`src/rtl/button_conditioner_if.sv`:
```
// Pin-side bundle for the button conditioner: raw push-button levels in, clean pulses out.
// Latency: none (wires only).
// Backpressure: none; pulses are fire-and-forget.
//
// Signals:
//   mode_raw, add_raw, sub_raw          raw asynchronous button levels, 1 = pressed
//   mode_button, add_button, sub_button one-cycle pulses towards the clock interface FSM
// Modports:
//   slave  - the conditioner (consumes raw levels, drives pulses)
//   master - the board/stimulus side (drives raw levels, observes pulses)

interface button_conditioner_if;
  logic mode_raw;
  logic add_raw;
  logic sub_raw;
  logic mode_button;
  logic add_button;
  logic sub_button;

  modport slave (
    input  mode_raw,
    input  add_raw,
    input  sub_raw,
    output mode_button,
    output add_button,
    output sub_button
  );

  modport master (
    output mode_raw,
    output add_raw,
    output sub_raw,
    input  mode_button,
    input  add_button,
    input  sub_button
  );
endinterface

```
`src/rtl/button_conditioner.sv`:
```
// Synchronize, debounce and edge-detect the mode/add/sub buttons into single-cycle pulses.
// Latency: raw level first sampled at edge 0 -> pulse visible for one cycle after edge DEBOUNCE_CYCLES+2.
// Backpressure: none; pulses are emitted unconditionally and never queued.
//
// Ports:
//   clock  system clock (100 MHz nominal)
//   reset  synchronous, active-high; clears every flop, outputs held low while asserted
//   bus    button_conditioner_if.slave: raw button levels in, mode/add/sub pulses out
// Parameters:
//   DEBOUNCE_CYCLES  consecutive cycles a changed level must persist before it is accepted (>= 2)
//   REPEAT_DELAY     cycles from the initial add/sub pulse to the first auto-repeat pulse
//   REPEAT_RATE      cycles between subsequent auto-repeat pulses
// Build option:
//   BUTTON_AUTO_REPEAT_EN  when defined, held add/sub buttons auto-repeat (IDLE/WAIT/REPEAT/BLOCKED);
//                          when undefined they give one pulse per press (IDLE/BLOCKED only).
// Channel index used throughout: 0 = mode, 1 = add, 2 = sub. The add/sub FSM arrays use 0 = add, 1 = sub.

module button_conditioner #(
  parameter int DEBOUNCE_CYCLES = 1_000_000,
  parameter int REPEAT_DELAY    = 50_000_000,
  parameter int REPEAT_RATE     = 10_000_000
) (
  input  logic                 clock,
  input  logic                 reset,
  button_conditioner_if.slave  bus
);

  // Smaller values would let the debouncer or the repeat timer fire on back-to-back
  // cycles, breaking the "never two pulses on consecutive cycles" guarantee.
  if (DEBOUNCE_CYCLES < 2 || REPEAT_DELAY < 2 || REPEAT_RATE < 2) begin : g_param_check
    $error("button_conditioner: DEBOUNCE_CYCLES, REPEAT_DELAY and REPEAT_RATE must all be >= 2");
  end

  // Debounce counter only ever needs to reach DEBOUNCE_CYCLES-1.
  localparam int             CW       = (DEBOUNCE_CYCLES > 2) ? $clog2(DEBOUNCE_CYCLES) : 1;
  localparam logic [CW-1:0]  CNT_LAST = CW'(DEBOUNCE_CYCLES - 1);

  localparam logic [1:0] IDLE    = 2'd0;
  localparam logic [1:0] BLOCKED = 2'd3;
`ifdef BUTTON_AUTO_REPEAT_EN
  localparam logic [1:0] WAIT    = 2'd1;
  localparam logic [1:0] REPEAT  = 2'd2;

  localparam int             TMAX       = (REPEAT_DELAY > REPEAT_RATE) ? REPEAT_DELAY : REPEAT_RATE;
  localparam int             TW         = $clog2(TMAX + 1);
  localparam logic [TW-1:0]  DELAY_LAST = TW'(REPEAT_DELAY - 1);
  localparam logic [TW-1:0]  RATE_LAST  = TW'(REPEAT_RATE - 1);
  localparam logic [TW-1:0]  TIMER_MAX  = '1;
`endif

  // ---------------------------------------------------------------------------
  // Synchronizer + debouncer, one lane per button
  // ---------------------------------------------------------------------------
  logic [2:0]     raw;
  logic [2:0]     s1;
  logic [2:0]     s2;
  logic [2:0]     stable;
  logic [2:0]     press;    // one-cycle flag, set on the edge where stable goes 0->1
  logic [CW-1:0]  cnt [3];

  assign raw = {bus.sub_raw, bus.add_raw, bus.mode_raw};

  always_ff @(posedge clock) begin
    if (reset) begin
      s1     <= '0;
      s2     <= '0;
      stable <= '0;
      press  <= '0;
      for (int i = 0; i < 3; i++) begin
        cnt[i] <= '0;
      end
    end else begin
      s1 <= raw;
      s2 <= s1;
      for (int i = 0; i < 3; i++) begin
        press[i] <= 1'b0;
        if (s2[i] == stable[i]) begin
          // Level agrees with the accepted one: any bounce restarts the window.
          cnt[i] <= '0;
        end else if (cnt[i] == CNT_LAST) begin
          // Changed level held long enough; a release (s2 = 0) never flags a press.
          stable[i] <= s2[i];
          cnt[i]    <= '0;
          press[i]  <= s2[i];
        end else begin
          // Cannot pass CNT_LAST, so the counter never wraps.
          cnt[i] <= cnt[i] + CW'(1);
        end
      end
    end
  end

  // Add and sub held together (or pressed on the same edge) is ambiguous: suppress both.
  logic lock;
  assign lock = (stable[1] & stable[2]) | (press[1] & press[2]);

  // ---------------------------------------------------------------------------
  // Mode: plain one-shot, independent of the add/sub lockout
  // ---------------------------------------------------------------------------
  logic mode_pulse;

  always_ff @(posedge clock) begin
    if (reset) begin
      mode_pulse <= 1'b0;
    end else begin
      mode_pulse <= press[0];
    end
  end

  // ---------------------------------------------------------------------------
  // Add/sub pulse FSMs
  // ---------------------------------------------------------------------------
  logic [1:0] state [2];
  logic [1:0] pulse;

`ifdef BUTTON_AUTO_REPEAT_EN
  logic [TW-1:0] timer [2];

  always_ff @(posedge clock) begin
    if (reset) begin
      pulse <= '0;
      for (int i = 0; i < 2; i++) begin
        state[i] <= IDLE;
        timer[i] <= '0;
      end
    end else begin
      for (int i = 0; i < 2; i++) begin
        pulse[i] <= 1'b0;
        if (lock) begin
          state[i] <= BLOCKED;
          timer[i] <= '0;
        end else begin
          case (state[i])
            IDLE: begin
              if (press[i+1]) begin
                pulse[i] <= 1'b1;
                timer[i] <= '0;
                state[i] <= WAIT;
              end
            end
            WAIT: begin
              if (!stable[i+1]) begin
                // Released before the first repeat: drop back silently.
                timer[i] <= '0;
                state[i] <= IDLE;
              end else if (timer[i] == DELAY_LAST) begin
                pulse[i] <= 1'b1;
                timer[i] <= '0;
                state[i] <= REPEAT;
              end else if (timer[i] != TIMER_MAX) begin
                timer[i] <= timer[i] + TW'(1);
              end
            end
            REPEAT: begin
              if (!stable[i+1]) begin
                timer[i] <= '0;
                state[i] <= IDLE;
              end else if (timer[i] == RATE_LAST) begin
                pulse[i] <= 1'b1;
                timer[i] <= '0;
              end else if (timer[i] != TIMER_MAX) begin
                timer[i] <= timer[i] + TW'(1);
              end
            end
            BLOCKED: begin
              // Each button must be let go on its own before it can fire again.
              if (!stable[i+1]) begin
                state[i] <= IDLE;
              end
            end
            default: begin
              timer[i] <= '0;
              state[i] <= IDLE;
            end
          endcase
        end
      end
    end
  end
`else
  always_ff @(posedge clock) begin
    if (reset) begin
      pulse <= '0;
      for (int i = 0; i < 2; i++) begin
        state[i] <= IDLE;
      end
    end else begin
      for (int i = 0; i < 2; i++) begin
        pulse[i] <= 1'b0;
        if (lock) begin
          state[i] <= BLOCKED;
        end else begin
          case (state[i])
            IDLE: begin
              if (press[i+1]) begin
                pulse[i] <= 1'b1;
              end
            end
            BLOCKED: begin
              if (!stable[i+1]) begin
                state[i] <= IDLE;
              end
            end
            default: begin
              state[i] <= IDLE;
            end
          endcase
        end
      end
    end
  end
`endif

  // ---------------------------------------------------------------------------
  // Outputs
  // ---------------------------------------------------------------------------
  // Gating with reset keeps the pins low for the whole reset window, including the
  // cycle in which reset is first raised. Gating with lock kills a pulse that was
  // registered just before the second button became stable.
  assign bus.mode_button = mode_pulse & ~reset;
  assign bus.add_button  = pulse[0] & ~lock & ~reset;
  assign bus.sub_button  = pulse[1] & ~lock & ~reset;

endmodule

```
`src/flat_wrapper.sv`:
```
// flat-port wrapper written by rule: the top's interface ports become plain ports
module button_conditioner_flat 
#(
  parameter int DEBOUNCE_CYCLES = 1_000_000,
  parameter int REPEAT_DELAY    = 50_000_000,
  parameter int REPEAT_RATE     = 10_000_000
)
  (clock, reset, bus_mode_raw, bus_add_raw, bus_sub_raw, bus_mode_button, bus_add_button, bus_sub_button);
  button_conditioner_if bus_i ();
  input  logic clock;
  input  logic reset;
  input wire logic [$bits(bus_i.mode_raw)-1:0] bus_mode_raw;
  input wire logic [$bits(bus_i.add_raw)-1:0] bus_add_raw;
  input wire logic [$bits(bus_i.sub_raw)-1:0] bus_sub_raw;
  output wire logic [$bits(bus_i.mode_button)-1:0] bus_mode_button;
  output wire logic [$bits(bus_i.add_button)-1:0] bus_add_button;
  output wire logic [$bits(bus_i.sub_button)-1:0] bus_sub_button;
  assign bus_i.mode_raw = bus_mode_raw;
  assign bus_i.add_raw = bus_add_raw;
  assign bus_i.sub_raw = bus_sub_raw;
  assign bus_mode_button = bus_i.mode_button;
  assign bus_add_button = bus_i.add_button;
  assign bus_sub_button = bus_i.sub_button;
  button_conditioner #(.DEBOUNCE_CYCLES(DEBOUNCE_CYCLES), .REPEAT_DELAY(REPEAT_DELAY), .REPEAT_RATE(REPEAT_RATE)) u_core (.clock(clock), .reset(reset), .bus(bus_i));
endmodule
```
`config.mk`:
```
export PLATFORM = sky130hd
export DESIGN_NAME = button_conditioner_flat
export DESIGN_NICKNAME = d
export VERILOG_FILES = /design/src/rtl/button_conditioner_if.sv /design/src/rtl/button_conditioner.sv /design/src/flat_wrapper.sv
export SDC_FILE = /design/constraint.sdc
export NUM_CORES = 1
export LEC_CHECK = 0
export CORE_MARGIN = 2
export CORE_UTILIZATION = 67
export CTS_BUF_LIST = sky130_fd_sc_hd__clkbuf_4 sky130_fd_sc_hd__clkbuf_8
export DETAILED_ROUTE_END_ITERATION = 6
export GPL_ROUTABILITY_DRIVEN = 0
export PLACE_DENSITY = 0.95
export SLEW_MARGIN = 30
export SYNTH_ARGS = -nofsm -noshare
export SYNTH_HDL_FRONTEND = slang
export SYNTH_SLANG_ARGS = --single-unit
```
`constraint.sdc`:
```
create_clock -name clock -period 3.7 [get_ports clock]
set_input_delay 0.37 -clock clock [delete_from_list [all_inputs] [get_ports clock]]
set_output_delay 0.37 -clock clock [all_outputs]
set_load 0.03 [all_outputs]
```
Yosys cells after proc, flatten, opt, wreduce, memory -nomap -nowiden:

Memories as Yosys holds them, arrays and structs flattened.
Cells that the tools add are included.

* register bits after elaboration: 15
* input bits: 5
* bits in writable memories: 64
* memories: 2
* output and inout bits: 3

* reductions and logical operators: 12
* bitwise gates (word level): 33
* equality and inequality tests: 8
* add/subtract/negate cells: 3
* multiplexer cells: 73

Memories
* u_core.cnt: words 3, width 20, rd ports 3, clocked after Yosys merged registers in 0, write ports 3, RTL line button_conditioner.sv:59 `logic [CW-1:0] cnt [3];`
* u_core.state: words 2, width 2, rd ports 2, clocked after Yosys merged registers in 0, write ports 2, RTL line button_conditioner.sv:113 `logic [1:0] state [2];`

Operator list (number)
* $mux 20: 9
* $add 20x1->20 const B: 3
* $eq 20x20->1 const B: 3
* $mux 1: 58
* $or 1x1->1: 16
* $reduce_or 3->1: 5
* $mux 2: 6
* $not 1->1: 10
* $and 1x1->1: 7
* $reduce_and 2->1: 3
* $eq 2x2->1 const B: 2
* $logic_not 2->1: 2
* $reduce_or 2->1: 2
* $eq 1x1->1: 3

Depth between registers and ports, before layout:

* depth in word-level cells: 8
* mapped depth: 7
* gate-level depth less buffers: 5

Least setup slack after synthesis:

OpenSTA, ideal clock, no wires.

* path type: reg2reg
* from: memory u_core.cnt[2][11] (netlist name)
* to: memory u_core.cnt[2][17] (netlist name) (data pin)
* buffers on the path: 1
* data arrival time: 1.845 ns
* data required time: 3.436 ns
* clock period less this slack: 2.109 ns
* cell stages (with the launch flop): 6
* library setup time: 0.264 ns
* path slack: 1.591 ns
* cells stage by stage: edfxtp_1 or4_1 or4_1 o21ai_1 buf_4 a21oi_1

RTL lines (RTL line)
* start, declared: button_conditioner.sv:59

Worst setup path after layout:

* from: input port reset
* to: output port bus_add_button

* cells in the longest elaborated chain, start to end: 2

RTL lines
* start, declared: RTL line flat_wrapper.sv:11 `input logic reset;`
* $not 1->1: RTL line button_conditioner.sv:221 `assign bus.add_button = pulse[0] & ~lock & ~reset;`
* $and 1x1->1: RTL line button_conditioner.sv:221
* end, declared: RTL line flat_wrapper.sv:16 `output wire logic [$bits(bus_i.add_button)-1:0] bus_add_button;`

No other way between the ends.

==> flow_summary.yaml <==
sta:
  setup_viol: 0
  period_minus_slack_ns: 2.48
  grt_setup_unrepaired: "false"
  max_clock_freq_ghz: 0.404
  fin_setup_tns_ns: 0
  period_share_pct: 66.9
  final-hold-violation-count: 0
  worst_slack_ns: 1.22
  clock_skew_ns: 0.00474
  drv_slew: 0
worst_setup_path:
  worst_setup_path_end_kind: "primary output"
  crit_family: "buffers and inverters"
  path_max_fanout: 5
  r2r-start: "u_core.cnt[2][12]"
  crit_required_ns: 3.33
  worst-path-buf-inv: 2
  crit_path_end: "bus_add_button"
  startpoint: "reset"
  start_kind: "primary input"
  crit_cells: 4
  path_cells: "clkdlybuf4s50_1, a221oi_1, and2_1, clkdlybuf4s50_1"
  r2r_end: "u_core.cnt[2][12]"
  critPathMaxStageDelay_ns: 0.66
  reg2regPathDepth: 5
  critPathMostFrequentCell: "clkdlybuf4s50_1"
  critPathKind: "primary input to primary output"
  slowest_stage: "clkdlybuf4s50_1"
  worstPathArrival_ns: 2.11
  r2r_slack_ns: 1.40
pwr:
  ir_worst_vdd_uv: 316
  power_density_nw_per_um2: 409
  power_uw: 1860
  leakagePower_uw: 0.00155
route:
  vias: 3115
  initialDrtViolationCount: 196
  drc: 0
  wl_per_cell_microns: 14.8
  viasPerCell: 5.92
  drtAntennaViolNets: 0
  wirelength_microns: 7760
  firstDrtPassIters: 5
synth:
  yosysMostFrequentCell: "edfxtp_1"
  syn_area_sq_um: 3940
  yosysSeqAreaShare_pct: 54.6
  synth_area_leaders: "edfxtp_1, dfxtp_1, xnor2_1"
  synth_area_per_cell_sq_um: 10.3
  synth-edff-count: 61
  synthFlopType: "edfxtp_1"
  synthCells: 382
  async_flop_share_pct: 0
  ys_types: 37
  yosysTopAreaCellShare_pct: 46.4
  yosysTopAreaCell: "edfxtp_1"
  yosys_warnings: 0
  ys_ff_latch: 77
  synthTopCellsByCount: "edfxtp_1, nor2_1, nand2_1, xnor2_1, a21oi_1"
outcome:
  status: "finished, final reports clean"
clocking:
  cts_root_buffer: "clkbuf_8"
  h-tree-depth: 3
  insertion_delay_ns: 0.35
  post_cts_resize_count: 0
  cts_hold_buf: 0
  cts_sinks: 77
  clk_pin_slew_ns: 0.07
  cts_buffer_depth: 2
  post_cts_buffers: 0
  cts_buffers: 9
  cts_tree: "done"
floorplan:
  fp.dieH_microns: 80.7
  coreArea_sq_um: 5610
  rows: 27
  dieWidth_microns: 80.7
  initial_utilization_pct: 70.3
  die-area_sq_um: 6520
  pin_count: 8
final_layout:
  fin_nets: 457
  post-route-util_pct: 81.0
  antenna_cells: 0
  drive_above_1_share_pct: 5.73
  fillers: 330
  area_delta_synth_final_pct: 15.1
global_routing:
  grt_pass1_vias: 2970
  met3_usage_pct: 4.27
  gr-usage-met1_pct: 32.4
  use_met2_pct: 46.1
  grt_use_total_pct: 26.2
  grt_max_degree: 21
  grt_pass1_wl_microns: 13100
  antenna_found_initial: 0
  grt.busiest_layer: "met2"
  grt_overflow_total: 0
place:
  place_ws_ns: 1.23
  io_buffer_count: 7
  dp_hpwl_microns: 5200
job:
  cap_violations: 0
hold_path:
  hold_class: "flop to flop"
## kinds of logic (layout without fill, tap and decap cells)
group	after synthesis	count (layout)	synth area share, %
compound gates	49	49	7.07
xor+xnor	39	39	8.66
fa+ha+maj	3	3	0.952
buf+inv	26	39	2.73
flops	77	77	54.6
other cells	1	60	0.0951
simple gates	187	187	25.9
## flip-flops by register name, summed over array words and instances (netlist names)
name / count
u_core.press: 3
u_core.cnt: 60
u_core.state: 2
u_core.pulse: 2
u_core.s1: 3
u_core.mode_pulse: 1
u_core.s2: 3
u_core.stable: 3
## layout by cell type, fill, tap and decap left out, drive strengths merged, types with 9 or more instances in the layout
master	Yosys	layout
a21oi	23	23
clkbuf	9	12
conb	1	60
dfxtp	16	16
edfxtp	61	61
inv	12	12
nand2	26	26
nand3	19	19
nand4	15	15
nor2	50	50
nor4	9	9
o21ai	13	13
o31ai	12	12
or3	11	11
or4	15	15
xnor2	26	26
xor2	13	13
## routing by layer
layer	wire (microns)	share of wire (%)
met4	135	1.7
met2	3950	51
met5	0	0
met3	281	3.6
met1	3400	44
## final cells by class
cell class / count / area (sq um) / area share [%]
inverter: 12 / 45.0 / 0.992
multi-input combinational: 338 / 1910 / 42.0
timing repair buffer: 11 / 100 / 2.20
clock inverter: 4 / 95.1 / 2.09
clock buffer: 12 / 153 / 3.36
sequential: 77 / 2150 / 47.4
tap: 72 / 90.1 / 1.98
## worst register-to-register path, delay by kind of cell (launching register included)
kind            cells  cell delay (ns)
simple gates        3             1.19
compound gates      1             0.14
flops               1             0.47
buf+inv             1             0.25
## worst min path at each step
stage                    startpoint                 to  slack, ns  cells after the start
finish              u_core.press[0]  u_core.mode_pulse       0.45                      1
global route        u_core.press[0]  u_core.mode_pulse       0.47                      1
CTS                 u_core.press[0]  u_core.mode_pulse       0.46                      1
detailed placement  u_core.press[0]  u_core.mode_pulse       0.43                      1
global placement       u_core.s1[0]       u_core.s2[0]       0.42                      1
floorplan           u_core.press[0]  u_core.mode_pulse       0.41                      1
## per-stage QoR
stage	instances	hold slack, ns	area, sq um
floorplan	441	0.414	4170
CTS	526	0.455	4540
finish	526	0.449	4540
detailed placement	510	0.433	4290
global route	526	0.471	4540
global placement	510	0.423	4290
## report_power, final
group          total [uW]  leakage, uW  switching (uW)  internal (uW)
Clock                 782     0.000127             301            481
Combinational        74.3     0.000658            44.0           30.3
Sequential           1000     0.000760            36.1            964
Total                1860      0.00155             381           1480
Note: power is estimated with default switching activity, not from simulation.
